**src/rtl/data_bus_arbiter_pkg.sv**
```systemverilog
// Shared definitions for the data bus arbiter: FSM state encoding, access size codes
// and master indices.
package data_bus_arbiter_pkg;

  typedef enum logic [1:0] {
    IDLE  = 2'd0,
    ISSUE = 2'd1,
    WAIT  = 2'd2,
    DONE  = 2'd3
  } arb_state_t;

  localparam logic [1:0] SIZE_BYTE = 2'b00;
  localparam logic [1:0] SIZE_HALF = 2'b01;
  localparam logic [1:0] SIZE_WORD = 2'b10;

  localparam logic M_CORE   = 1'b0;
  localparam logic M_LOADER = 1'b1;

endpackage

```
**src/rtl/data_bus_arbiter_pick.sv**
```systemverilog
// bus_arb_pick: combinational winner select between the two masters.
// RISCUIN_ARB_ROUND_ROBIN_EN selects round-robin; otherwise m0 has fixed priority.
module bus_arb_pick
  import data_bus_arbiter_pkg::*;
(
  input  logic req0,
  input  logic req1,
  input  logic ptr,
  input  logic owner,
  input  logic done_now,
  output logic any_req,
  output logic winner,
  output logic ptr_next
);

  // Winner select and next round-robin pointer
  always_comb begin
    any_req = req0 | req1;
`ifdef RISCUIN_ARB_ROUND_ROBIN_EN
    if (req0 && req1) begin
      winner = ptr;
    end else if (req1) begin
      winner = M_LOADER;
    end else begin
      winner = M_CORE;
    end
    // Favour the master that did not own the transaction just completed
    if (done_now) begin
      ptr_next = ~owner;
    end else begin
      ptr_next = ptr;
    end
`else
    if (req0) begin
      winner = M_CORE;
    end else if (req1) begin
      winner = M_LOADER;
    end else begin
      winner = M_CORE;
    end
    ptr_next = 1'b0;
`endif
  end

`ifndef RISCUIN_ARB_ROUND_ROBIN_EN
  logic unused_rr;
  assign unused_rr = ptr ^ owner ^ done_now;
`endif

endmodule

```
**src/rtl/data_bus_arbiter.sv**
```systemverilog
// Two-master data bus arbiter and transaction sequencer (IDLE/ISSUE/WAIT/DONE).
// Arbitration policy is set by RISCUIN_ARB_ROUND_ROBIN_EN inside bus_arb_pick.
module data_bus_arbiter
  import data_bus_arbiter_pkg::*;
#(
  parameter int ADDR_WIDTH = 32,
  parameter int DATA_WIDTH = 32
) (
  input  logic                  clk,
  input  logic                  rst,
  input  logic                  m0_req,
  input  logic                  m0_we,
  input  logic [1:0]            m0_size,
  input  logic [ADDR_WIDTH-1:0] m0_addr,
  input  logic [DATA_WIDTH-1:0] m0_wdata,
  input  logic                  m1_req,
  input  logic                  m1_we,
  input  logic [1:0]            m1_size,
  input  logic [ADDR_WIDTH-1:0] m1_addr,
  input  logic [DATA_WIDTH-1:0] m1_wdata,
  output logic                  m0_gnt,
  output logic                  m1_gnt,
  output logic                  m0_done,
  output logic                  m1_done,
  output logic [DATA_WIDTH-1:0] m_rdata,
  output logic                  s_wr,
  output logic                  s_rd,
  output logic [1:0]            s_size,
  output logic [ADDR_WIDTH-1:0] s_addr,
  output logic [DATA_WIDTH-1:0] s_wdata,
  input  logic                  s_ready,
  input  logic                  s_busy,
  input  logic [DATA_WIDTH-1:0] s_rdata,
  output logic                  arb_busy
);

  arb_state_t state, state_nx;
  logic owner, we_l, ptr;
  logic any_req, winner, ptr_next, win_we;
  logic gnt0_nx, gnt1_nx, done0_nx, done1_nx, wr_nx, rd_nx;
  logic latch, capture;

  bus_arb_pick u_pick (
    .req0     (m0_req),
    .req1     (m1_req),
    .ptr      (ptr),
    .owner    (owner),
    .done_now (state == DONE),
    .any_req  (any_req),
    .winner   (winner),
    .ptr_next (ptr_next)
  );

  assign win_we = winner ? m1_we : m0_we;

  // Next state plus next values of the registered outputs
  always_comb begin
    state_nx = state;
    gnt0_nx  = m0_gnt;
    gnt1_nx  = m1_gnt;
    done0_nx = 1'b0;
    done1_nx = 1'b0;
    wr_nx    = 1'b0;
    rd_nx    = 1'b0;
    latch    = 1'b0;
    capture  = 1'b0;
    case (state)
      IDLE: begin
        if (any_req && s_ready) begin
          state_nx = ISSUE;
          latch    = 1'b1;
          gnt0_nx  = (winner == M_CORE);
          gnt1_nx  = (winner == M_LOADER);
          wr_nx    = win_we;
          rd_nx    = ~win_we;
        end else begin
          gnt0_nx = 1'b0;
          gnt1_nx = 1'b0;
        end
      end
      ISSUE: begin
        state_nx = WAIT;
      end
      WAIT: begin
        if (s_busy || !s_ready) begin
          state_nx = WAIT;
        end else begin
          state_nx = DONE;
          capture  = ~we_l;
          done0_nx = (owner == M_CORE);
          done1_nx = (owner == M_LOADER);
        end
      end
      DONE: begin
        state_nx = IDLE;
        gnt0_nx  = 1'b0;
        gnt1_nx  = 1'b0;
      end
      default: begin
        state_nx = IDLE;
        gnt0_nx  = 1'b0;
        gnt1_nx  = 1'b0;
      end
    endcase
  end

  // State, command latch, read data capture and registered outputs
  always_ff @(posedge clk) begin
    if (!rst) begin
      state    <= IDLE;
      owner    <= M_CORE;
      we_l     <= 1'b0;
      ptr      <= 1'b0;
      m0_gnt   <= 1'b0;
      m1_gnt   <= 1'b0;
      m0_done  <= 1'b0;
      m1_done  <= 1'b0;
      s_wr     <= 1'b0;
      s_rd     <= 1'b0;
      arb_busy <= 1'b0;
      s_size   <= SIZE_BYTE;
      s_addr   <= {ADDR_WIDTH{1'b0}};
      s_wdata  <= {DATA_WIDTH{1'b0}};
      m_rdata  <= {DATA_WIDTH{1'b0}};
    end else begin
      state    <= state_nx;
      ptr      <= ptr_next;
      m0_gnt   <= gnt0_nx;
      m1_gnt   <= gnt1_nx;
      m0_done  <= done0_nx;
      m1_done  <= done1_nx;
      s_wr     <= wr_nx;
      s_rd     <= rd_nx;
      arb_busy <= (state_nx != IDLE);
      if (latch) begin
        owner   <= winner;
        we_l    <= win_we;
        s_size  <= winner ? m1_size  : m0_size;
        s_addr  <= winner ? m1_addr  : m0_addr;
        s_wdata <= winner ? m1_wdata : m0_wdata;
      end
      if (capture) begin
        m_rdata <= s_rdata;
      end
    end
  end

endmodule
```
**config.mk**
```make
export PLATFORM = sky130hd
export DESIGN_NAME = data_bus_arbiter
export DESIGN_NICKNAME = d
export VERILOG_FILES = /design/src/rtl/data_bus_arbiter_pkg.sv /design/src/rtl/data_bus_arbiter_pick.sv /design/src/rtl/data_bus_arbiter.sv
export SDC_FILE = /design/constraint.sdc
export NUM_CORES = 1
export LEC_CHECK = 0
export ABC_AREA = 1
export CAP_MARGIN = 20
export CORE_AREA = 4 4 128 130
export DETAILED_ROUTE_END_ITERATION = 8
export DIE_AREA = 0 0 132 134
export PLACE_DENSITY = 0.76
export SLEW_MARGIN = 0
export SYNTH_ARGS = -nofsm -noshare
export SYNTH_HDL_FRONTEND = slang
export SYNTH_SLANG_ARGS = --single-unit
```
**constraint.sdc**
```tcl
create_clock -name clk -period 1.29 [get_ports clk]
set_clock_uncertainty 0.1 [all_clocks]
set_input_delay 0.258 -clock clk [delete_from_list [all_inputs] [get_ports clk]]
set_output_delay 0.258 -clock clk [all_outputs]
set_load 0.05 [all_outputs]
```
==> results.md <==
### Route
• 19.6 mm — DRT Wirelength
• 14.5 um — routed len/inst
• 4 — detailed-routing iteration count for the pre-antenna-repair pass
• 0 — Residual DRC
• 6127 — via count of the routed design
• 332 — initial drt markers
• 0 — post-route ant nets
• 4.56 — detailed-route vias per instance

### Worst setup path
• 1.43 ns — required time reported for the critical path endpoint
• 1.56 ns — Arrival @ worst endpoint
• primary input to flip-flop — start-to-end type of the worst setup path
• clkdlybuf4s50_1 — crit path max-delay cell type
• flip-flop — endpoint class of the critical path
• 7 — path depth of the worst reg2reg path
• primary input — startpoint type of the worst setup path
• -0.13 ns — register-to-register setup slack
• 0.49 ns — largest stage delay on the critical path
• 4 — number of buffer and inverter instances along the worst setup path
• state[0]$_SDFF_PN0_ — origin of the critical flop-to-flop path
• clkdlybuf4s50_1 -> inv_2 -> nand2_2 -> nand3_4 -> buf_12 -> clkbuf_16 -> nor2_1 -> nor2_1 — Cell Chain, Critical Path
• buffers and inverters — Crit path max-delay family
• m_rdata[8]$_SDFFE_PN0P_ — worst flop-to-flop path endpoint
• nor2_1 — CP dominant cell by count
• 21 — maximum net fanout on the critical path

### Die
• 134 um — vertical die dimension
• 277 — I/O pin total
• 0.0177 mm2 — overall die area
• 35.6% — starting density of the core
• 132 um — Die Width
• 45 — number of rows created at floorplan
• 0.0151 mm2 — core region area

### Timing
• 77.9% — worst slew slack as a fraction of its limit
• yes — setup repair after global routing missed its margin
• 701 MHz — highest attainable clock frequency
• 100 — final setup fails
• 111% — period utilisation layout
• 0 — final count of hold timing violations
• 0 — Slew Viols, Final
• 0.331 ns — transition time of the tightest slew-check pin
• -0.138 ns — worst setup slack after layout
• 1.43 ns — final critical delay including setup and external delays
• 0.170 ns — post-route worst hold slack

### Hold path
• rst — hold path startpoint
• s_wdata[6]$_SDFFE_PN0P_ — capture endpoint of the worst hold path
• 3 — Hold Crit Depth
• primary input to flip-flop — class of the tightest hold or removal check

### Synthesis
• 0 — number of enable-type register cells in the synthesized netlist
• 874 — cell count after synthesis
• dfxtp_1 — most used flip-flop cell after synthesis
• nand2_1 — most frequent cell after synthesis
• 0% — async set-or-reset flop fraction in the synthesized netlist
• 312 x nand2_1, 202 x nor2_1, 109 x dfxtp_1 — Post-synth top cells
• 0.00539 mm2 — netlist area before placement
• 0 — number of warning messages in the yosys log
• 1050 — Mapped Nets
• dfxtp_1 40%, nand2_1 22%, nor2_1 14% — dominant cells by area after synthesis
• 19 — count of unique library cells instantiated by Yosys
• dfxtp_1 — biggest area consumer among synthesized cells
• 109 — Synth Register Bits
• 6.17 um2 — post-synthesis area per instance
• 40.5% — top-area cell type share of the netlist area
• 40.5% — Seq/Total Area, Yosys

### CTS
• 109 — Sink Count
• 2 — number of buffers on the longest clock path
• 9 — clock buffer count from CTS
• 3 — htree depth
• 0 — hold_buf cts
• 0.34 ns — Clk Latency, worst-skew pair
• clkbuf_16 — buffer type at the clock tree root
• 0.07 ns — clock edge transition at the registers on the reported setup and hold paths
• done — CTS tree

### Global routing
• 5775 — vias in the first global route
• 19.8% — GRT Total Usage
• 0 — overflow left after global routing
• 28.4 mm — global-route wire length before repair
• 1 — initial antenna violation count
• 52 — largest net degree at the start of global routing

### Run status
• setup timing — violated checks
• finished with violations — result of the run

### Placed design
• 276 — Buffers on Ports
• 0.784 — RD Place Congestion
• 13.6 mm — HPWL after detailed placement
• -0.467 ns — pre-CTS setup slack
• 0.00959 mm2 — area post-placement

### Finish
• 97.0% — growth of design area from synthesis to finish
• 1160 — Layout fillers
• 0 — antenna fix cells
• 0.0106 mm2 — Design Area, Final
• 25.9% — fraction of layout instances using a drive strength above 1
• 1328 — net count reported at finish

### Pwr
• 4.93 nW — Leak
• 1670 mW/mm2 — P per Cell Area
• 808 uV — VDD IR-drop max

### Job
• 0 — total of max-cap violations

[through the flow]
stage	instances	power, mW	utilization (%)	setup TNS [ns]
detailed placement	1314	13.6	63.3	-40.72
floorplan	874	9.07	-	-0.938
finish	1345	17.8	70.2	-8.37
CTS	1333	17.1	66.2	-8.16
global placement	1314	13.5	63.3	-38.10
global route	1345	18.6	70.2	-15.03
[worst min-delay path, cell delays in order]
cell and delay (ns):
buf_4 0.20, nand2_1 0.09, nor2_1 0.03
[worst max path at each step]
stage / start / end / slack (ns) / depth (start not counted)
floorplan: state[1]$_SDFF_PN0_ / s_addr[0]$_SDFFE_PN0P_ / -0.02 / 7
CTS: state[0]$_SDFF_PN0_ / s_addr[12]$_SDFFE_PN0P_ / -0.12 / 7
global placement: s_ready / m_rdata[3]$_SDFFE_PN0P_ / -0.43 / 7
global route: state[0]$_SDFF_PN0_ / m_rdata[15]$_SDFFE_PN0P_ / -0.20 / 7
detailed placement: s_ready / m_rdata[28]$_SDFFE_PN0P_ / -0.47 / 7
finish: m0_req / s_addr[12]$_SDFFE_PN0P_ / -0.14 / 8
[per-layer routing]
metal / up-vias / track usage [%] / wire [um]
li1: 3174 / - / -
met1: 2740 / 21.3 / 7700
met2: 188 / 36.2 / 10100
met3: 23 / 6.49 / 1440
met4: 2 / 7.00 / 361
met5: - / 0 / 13
[sequential cells by signal, indices dropped and copies added (netlist names)]
register,flops
s_rd,1
state,2
s_wdata,32
we_l,1
m_rdata,32
m1_gnt,1
owner,1
s_size,2
arb_busy,1
s_wr,1
m0_gnt,1
m1_done,1
s_addr,32
m0_done,1
[cells by family (layout without fill, tap and decap cells)]
kind of cell    Yosys count  after routing  share of synthesized area [%]
fa+ha+maj                 4              4                          0.928
simple gates            624            624                           47.7
compound gates            2              2                          0.185
flops                   109            109                           40.5
buf+inv                 135            418                           10.7
[power by group]
group | total [mW] | internal [mW] | switching [mW] | leakage [nW]
clock network | 3.24 | 1.91 | 1.33 | 0.166
registers | 5.00 | 4.18 | 0.817 | 0.909
logic | 9.54 | 4.62 | 4.92 | 3.86
[what timing repair did]
item / CTS / global route
buffers inserted: 2 / 2
gates resized for setup: 11 / 136
pin swaps: 0 / 38
gates cloned: 1 / 10
endpoints found under the setup margin: 107 / 129
[cells in the final DEF, fill, tap and decap left out, drive strengths merged]
cell,instances
nand2,313
nor2,204
clkdlybuf4s50,168
buf,148
dfxtp,109
inv,80
nand3,72
nand3b,33
clkbuf,16
ha,4
bufinv,3
nor3b,1
nand4,1
a21oi,1
o21ai,1
clkinv,1
clkinvlp,1
dlymetal6s2s,1
[cell type report]
cell class / instances / area, um2 / area share (%)
Timing Repair Buffer: 324 / 4550 / 42.9
Multi-Input combinational cell: 630 / 2960 / 27.9
Inverter: 78 / 298 / 2.80
Tap cell: 188 / 235 / 2.21
Clock buffer: 9 / 225 / 2.12
Sequential cell: 109 / 2230 / 21.0
Clock inverter: 7 / 120 / 1.13
(Power assumes the default switching activity.)
==> RTL change 1: new RTL, same flow settings <==
Encoding of `arb_state_t`: now one-hot (4 bits for 4 states).
--- a/src/rtl/data_bus_arbiter_pkg.sv
+++ b/src/rtl/data_bus_arbiter_pkg.sv
@@ -4,7 +4,7 @@
 
-  typedef enum logic [1:0] {
-    IDLE  = 2'd0,
-    ISSUE = 2'd1,
-    WAIT  = 2'd2,
-    DONE  = 2'd3
+  typedef enum logic [3:0] {
+    IDLE  = 4'b0001,
+    ISSUE = 4'b0010,
+    WAIT  = 4'b0100,
+    DONE  = 4'b1000
   } arb_state_t;
Function: same outputs for any inputs over 4 cycles, from zero or initial values and one cycle with rst low; so few cycles prove little.
==> RTL change 1 against the original RTL <==
- the flow still finishes with violations (setup timing)
- wire length is 7.8% lower
- synthesized cell count is 3.4% lower
- area after synthesis is 3.7% lower
- setup slack worse by 0.025 ns
- final area is 5.5% lower
- count of clock-buffer cells in the layout is 1 higher
- sequential cell count is 2 higher
- via count is 2.3% lower
- worst hold slack better by 0.096 ns
- critical endpoint is now m_rdata[12]
Power is not compared: it rests on default switching activity, and its combinational part moved more than twofold at a synthesized area within 25%.
==> RTL change 1: results (changes against the original RTL) <==
----------------------------------------------------
[Status]
  Status ... finished, violations left
  Violated checks ... setup timing

[Yosys]
  Commonest cells in the synthesized netlist ... sky130_fd_sc_hd__nand2_1 (379), sky130_fd_sc_hd__nor2_1 (141), sky130_fd_sc_hd__dfxtp_1 (111), sky130_fd_sc_hd__inv_1 (76), sky130_fd_sc_hd__nand3_1 (39)
  Seq/Total Area, Yosys ... 42.8% (+2.3 points)
  Syn Inst Count ... 844 (-3.4%)
  Synth top area cells ... sky130_fd_sc_hd__dfxtp_1 (43%), sky130_fd_sc_hd__nand2_1 (27%), sky130_fd_sc_hd__nor2_1 (10%)
  Number of distinct library cell variants in the gate-level netlist after synthesis ... 18 (-1)
  Nets in the synthesized netlist ... 1016 (-3.2%)

[Routing]
  Drt initial violations ... 265 (-20%)
  Number of iterations in the first detailed-routing pass ... 6 (+2)
  Post-Route WL ... 18000 µm (-7.8%)
  Drt via density ... 4.52 (-0.75%)
  Average wire per standard cell ... 13.6 µm (-6.4%)

[Place]
  Placed instance count ... 1299 (-1.1%)
  Weighted congestion reported at the end of routability-driven placement ... 0.814 (+3.9%)
  Port Buf Inserts ... 276 (unchanged)
  Setup Slack @ Placement ... -0.571 ns (-0.104 ns)
  Cell area after placement ... 9390 µm² (-2.1%)
  Placed wire-length estimate ... 13400 µm (-1.6%)

[Critical path]
  End point of the critical path ... m_rdata[12]
  FF-to-FF path depth ... 8 (+1)
  Beginning of the worst register-to-register path ... state[0]
  Biggest cell delay along the critical path ... 0.33 ns (-0.16 ns)
  Standard cell with the maximum stage delay on the critical path ... sky130_fd_sc_hd__dfxtp_2
  Element type at the critical path start ... flip-flop

[GRT]
  Pin count of the biggest net entering global routing ... 73 (+40%)
  Via count of the first global-routing pass ... 5435 (-5.9%)
  First-pass GRT wire length ... 26800 µm (-5.5%)
  Overall Global Routing Usage ... 18.7% (-1.0 points)

[Final layout]
  Proportion of layout cells with a drive suffix above 1 ... 22.3% (-3.6 points)
  Top flop regs ... m_rdata: 32 flops, s_addr: 32 flops, s_wdata: 32 flops

[Timing]
  Post-route setup TNS ... -7.96 ns (+0.405 ns)
  Final critical-path setup slack ... -0.163 ns (-0.0252 ns)
  Worst slew margin relative to its limit ... 80.6% (+2.7 points)
  Count of endpoints failing setup in the final report ... 95 (-5.0%)

[Power and ir drop]
  Worst vdd rail ir drop ... between 0.6 and 0.7 mV

----------------------------------------------------
RTL change 1: per-stage QoR:
stage / hold WS (ns) / power, µW
6_report: 0.266 / 9880
5_1_grt: 0.273 / 10300
4_1_cts: 0.260 / 9930
3_5_place_dp: 0.335 / 7070
3_3_place_gp: 0.337 / 7020
2_1_floorplan: 0.316 / 5310
RTL change 1: power breakdown:
group / internal (µW) / total (µW) / switching (µW)
clock network: 1420 / 2800 / 1380
registers: 3650 / 3860 / 208
logic: 1630 / 3220 / 1590
RTL change 1: repair_timing:
action                     CTS  global route
hold buffers                 0             0
pin swaps                    2            16
cloned                       1             4
setup endpoints to repair  108           138
buffers inserted             2             1
gates resized for setup     28            66
RTL change 1: cell families after synthesis:
family	Yosys count	synth area share, %
AO/OA/AOI/OAI	38	3.66
AND/OR/NAND/NOR	568	42.5
flip-flops	111	42.8
buffers and inverters	127	11.1
RTL change 1: worst min-delay path by stage:
stage                     slack, ns   endpoint  cells past startpoint
after global routing           0.27  s_addr[2]                      4
after detailed placement       0.34    m0_done                      1
after floorplan                0.32    m0_done                      1
final                          0.27  s_addr[2]                      4
after global placement         0.34    m0_done                      1
after CTS                      0.26  s_addr[2]                      4
RTL change 1: layout make-up:
cell class / instances / area, µm²
Fill cell: 1239 / 5100
Clock inverter: 6 / 58.8
Antenna cell: 1 / 2.50
Tap cell: 188 / 235
Timing Repair Buffer: 324 / 4390
Clock buffer: 10 / 239
Inverter: 78 / 298
Multi-Input combinational cell: 606 / 2560
Sequential cell: 111 / 2260
RTL change 1: per-layer routing:
layer	share of wire, %	GRT usage (%)	wire length, µm	vias to the layer above
li1	-	-	-	3078
met1	39	21.0	7090	2682
met2	51	33.0	9150	204
met3	7.9	7.13	1430	22
met4	2.0	5.72	358	0
met5	0	0	0	-
==> RTL change 2: new RTL, same flow settings <==
Made on the original files. Add a define of `RISCUIN_ARB_ROUND_ROBIN_EN`.
--- a/src/rtl/data_bus_arbiter_pick.sv
+++ b/src/rtl/data_bus_arbiter_pick.sv
@@ -2,2 +2,4 @@
 // RISCUIN_ARB_ROUND_ROBIN_EN selects round-robin; otherwise m0 has fixed priority.
+`define RISCUIN_ARB_ROUND_ROBIN_EN
+
 module bus_arb_pick
Formal check against the unedited RTL: not equivalent (a bounded check fails within 10 cycles, from zero or initial values and one cycle with rst low).
==> RTL change 2 against the original RTL <==
- the flow still finishes with violations (setup timing)
- sequential power is 3% lower
- combinational power up 6%
- critical endpoint is now m_rdata[13]
- critical path depth is the same
- setup slack got worse by 0.12 ns
- total power is 0.31% higher
- wire length increased by 16%
- clock power is 10% lower
- area after synthesis is 2.8% lower
- core utilization is 1.8 points higher
- sequential cell count is 1 higher
- maximum frequency decreased by 7.5%
- final area is 2.5% higher
==> RTL change 2: results (changes against the original RTL) <==
----------------------------------------------------
[Status]
  Status ... finished, violations left
  Violated checks ... setup timing

[Final layout]
  Filler cell count in the final layout ... 1060 (-8.6%)
  Proportion of cell area occupied by registers ... 20.5% (-0.50 points)
  Layout clock buffer count ... 10 (+1)
  Inverters, non-clock ... 146 (+87%)
  Proportion of layout cells with a drive suffix above 1 ... 30.6% (+4.7 points)
  Final-layout clock-cell area share ... 2.72% (-0.53 points)
  Count of nets after finishing ... 1259 (-5.2%)
  Combined area of the multi-input logic cells ... 2770 µm² (-6.5%)
  Non-clock buffer total of the final layout ... 348 (+7.4%)
  P&R area growth vs syn ... 108%

[Critical path]
  Standard cell with the maximum stage delay on the critical path ... sky130_fd_sc_hd__dfxtp_2
  CP Max Fanout ... 6 (-71%)
  Arrival time at the worst endpoint ... 1.72 ns (+0.16 ns)
  Biggest cell delay along the critical path ... 0.34 ns (-0.15 ns)

[Routing]
  Met1 layer wirelength in the final routing ... 8870 µm (+15%)
  Total met2 wirelength after detailed routing ... 11500 µm (+14%)
  Drt initial violations ... 373 (+12%)
  Drt via density ... 5.03 (+10%)
  Uppermost metal layer occupied by signal nets ... met4
  Total via count after detailed routing ... 6415 (+4.7%)
  Wire length on met3 ... 1840 µm (+28%)
  Post-Route WL ... 22700 µm (+16%)

[Yosys]
  Syn Inst Count ... 785 (-10%)
  Commonest cells in the synthesized netlist ... sky130_fd_sc_hd__nand2_1 (152), sky130_fd_sc_hd__inv_1 (144), sky130_fd_sc_hd__nand3_1 (135), sky130_fd_sc_hd__dfxtp_1 (110), sky130_fd_sc_hd__a21oi_1 (68)
  Seq/Total Area, Yosys ... 42.0% (+1.5 points)
  Nets in the synthesized netlist ... 961 (-8.5%)
  Number of distinct library cell variants in the gate-level netlist after synthesis ... 21 (+2)

[Place]
  Cell area after placement ... 9520 µm² (-0.77%)
  Weighted congestion reported at the end of routability-driven placement ... 0.839 (+7.0%)
  Setup Slack @ Placement ... -0.597 ns (-0.130 ns)
  Placed wire-length estimate ... 14000 µm (+3.4%)
  Placed instance count ... 1230 (-6.4%)

[GRT]
  First-pass GRT wire length ... 31900 µm (+12%)
  Pin count of the biggest net entering global routing ... 67 (+29%)
  Overall Global Routing Usage ... 22.3% (+2.6 points)
  Antenna violations before repair ... 0 (-1)
  Via count of the first global-routing pass ... 5997 (+3.8%)

[Power and ir drop]
  Leakage ... 0.00479 µW (-2.9%)
  Worst vdd rail ir drop ... 0.913 mV (+13%)

[Timing]
  Final critical-path setup slack ... -0.253 ns (-0.115 ns)
  Count of endpoints failing setup in the final report ... 103 (+3.0%)

----------------------------------------------------
RTL change 2: cell types whose count changed in the layout (fill, tap and decap cells not counted), moves of 45 or more:
| cell | before | now |
|---|---|---|
| sky130_fd_sc_hd__nor2_1 | 147 | 34 |
| sky130_fd_sc_hd__nand3_2 | 1 | 53 |
| sky130_fd_sc_hd__a21oi_1 | 1 | 55 |
| sky130_fd_sc_hd__inv_1 | 73 | 136 |
| sky130_fd_sc_hd__nand2_1 | 289 | 136 |
| sky130_fd_sc_hd__nor2_2 | 47 | 2 |
RTL change 2: logic make-up (layout without fill, tap and decap cells):
kind of cell    after synthesis  in the layout  share of synthesized area (%)
simple gates                361            361                           31.0
buf+inv                     207            510                           16.2
flops                       110            110                           42.0
compound gates              103            103                           9.83
fa+ha+maj                     4              4                          0.954
RTL change 2: path summary, 6_finish.rpt:
kind              startpoint           to  slack (ns)  depth (start not counted)
hold / removal        m1_req   s_wdata[2]        0.35                          6
setup reg to reg    state[0]  m_rdata[13]       -0.25                          8
hold reg to reg        owner      m0_done        0.39                          1
setup / recovery    state[0]  m_rdata[13]       -0.25                          8
RTL change 2: power by group:
part | total (µW) | leakage, µW | internal, µW | switching, µW
logic | 10100 | 0.00374 | 4870 | 5230
clock network | 2900 | 0.000139 | 1520 | 1380
registers | 4830 | 0.000910 | 4120 | 710
total | 17800 | 0.00479 | 10500 | 7320
RTL change 2: per-stage QoR:
| stage | total power, µW | setup TNS (ns) |
|---|---|---|
| final | 17800 | -13.71 |
| after detailed placement | 13200 | -56.60 |
| after floorplan | 8940 | -0.372 |
| after CTS | 17000 | -12.34 |
| after global routing | 18600 | -21.96 |
| after global placement | 13100 | -53.91 |
RTL change 2: what timing repair did:
item,CTS,global route
resized for setup,42,121
setup buffers,12,5
cloned,8,9
pin swaps,9,63
setup endpoints to repair,107,122
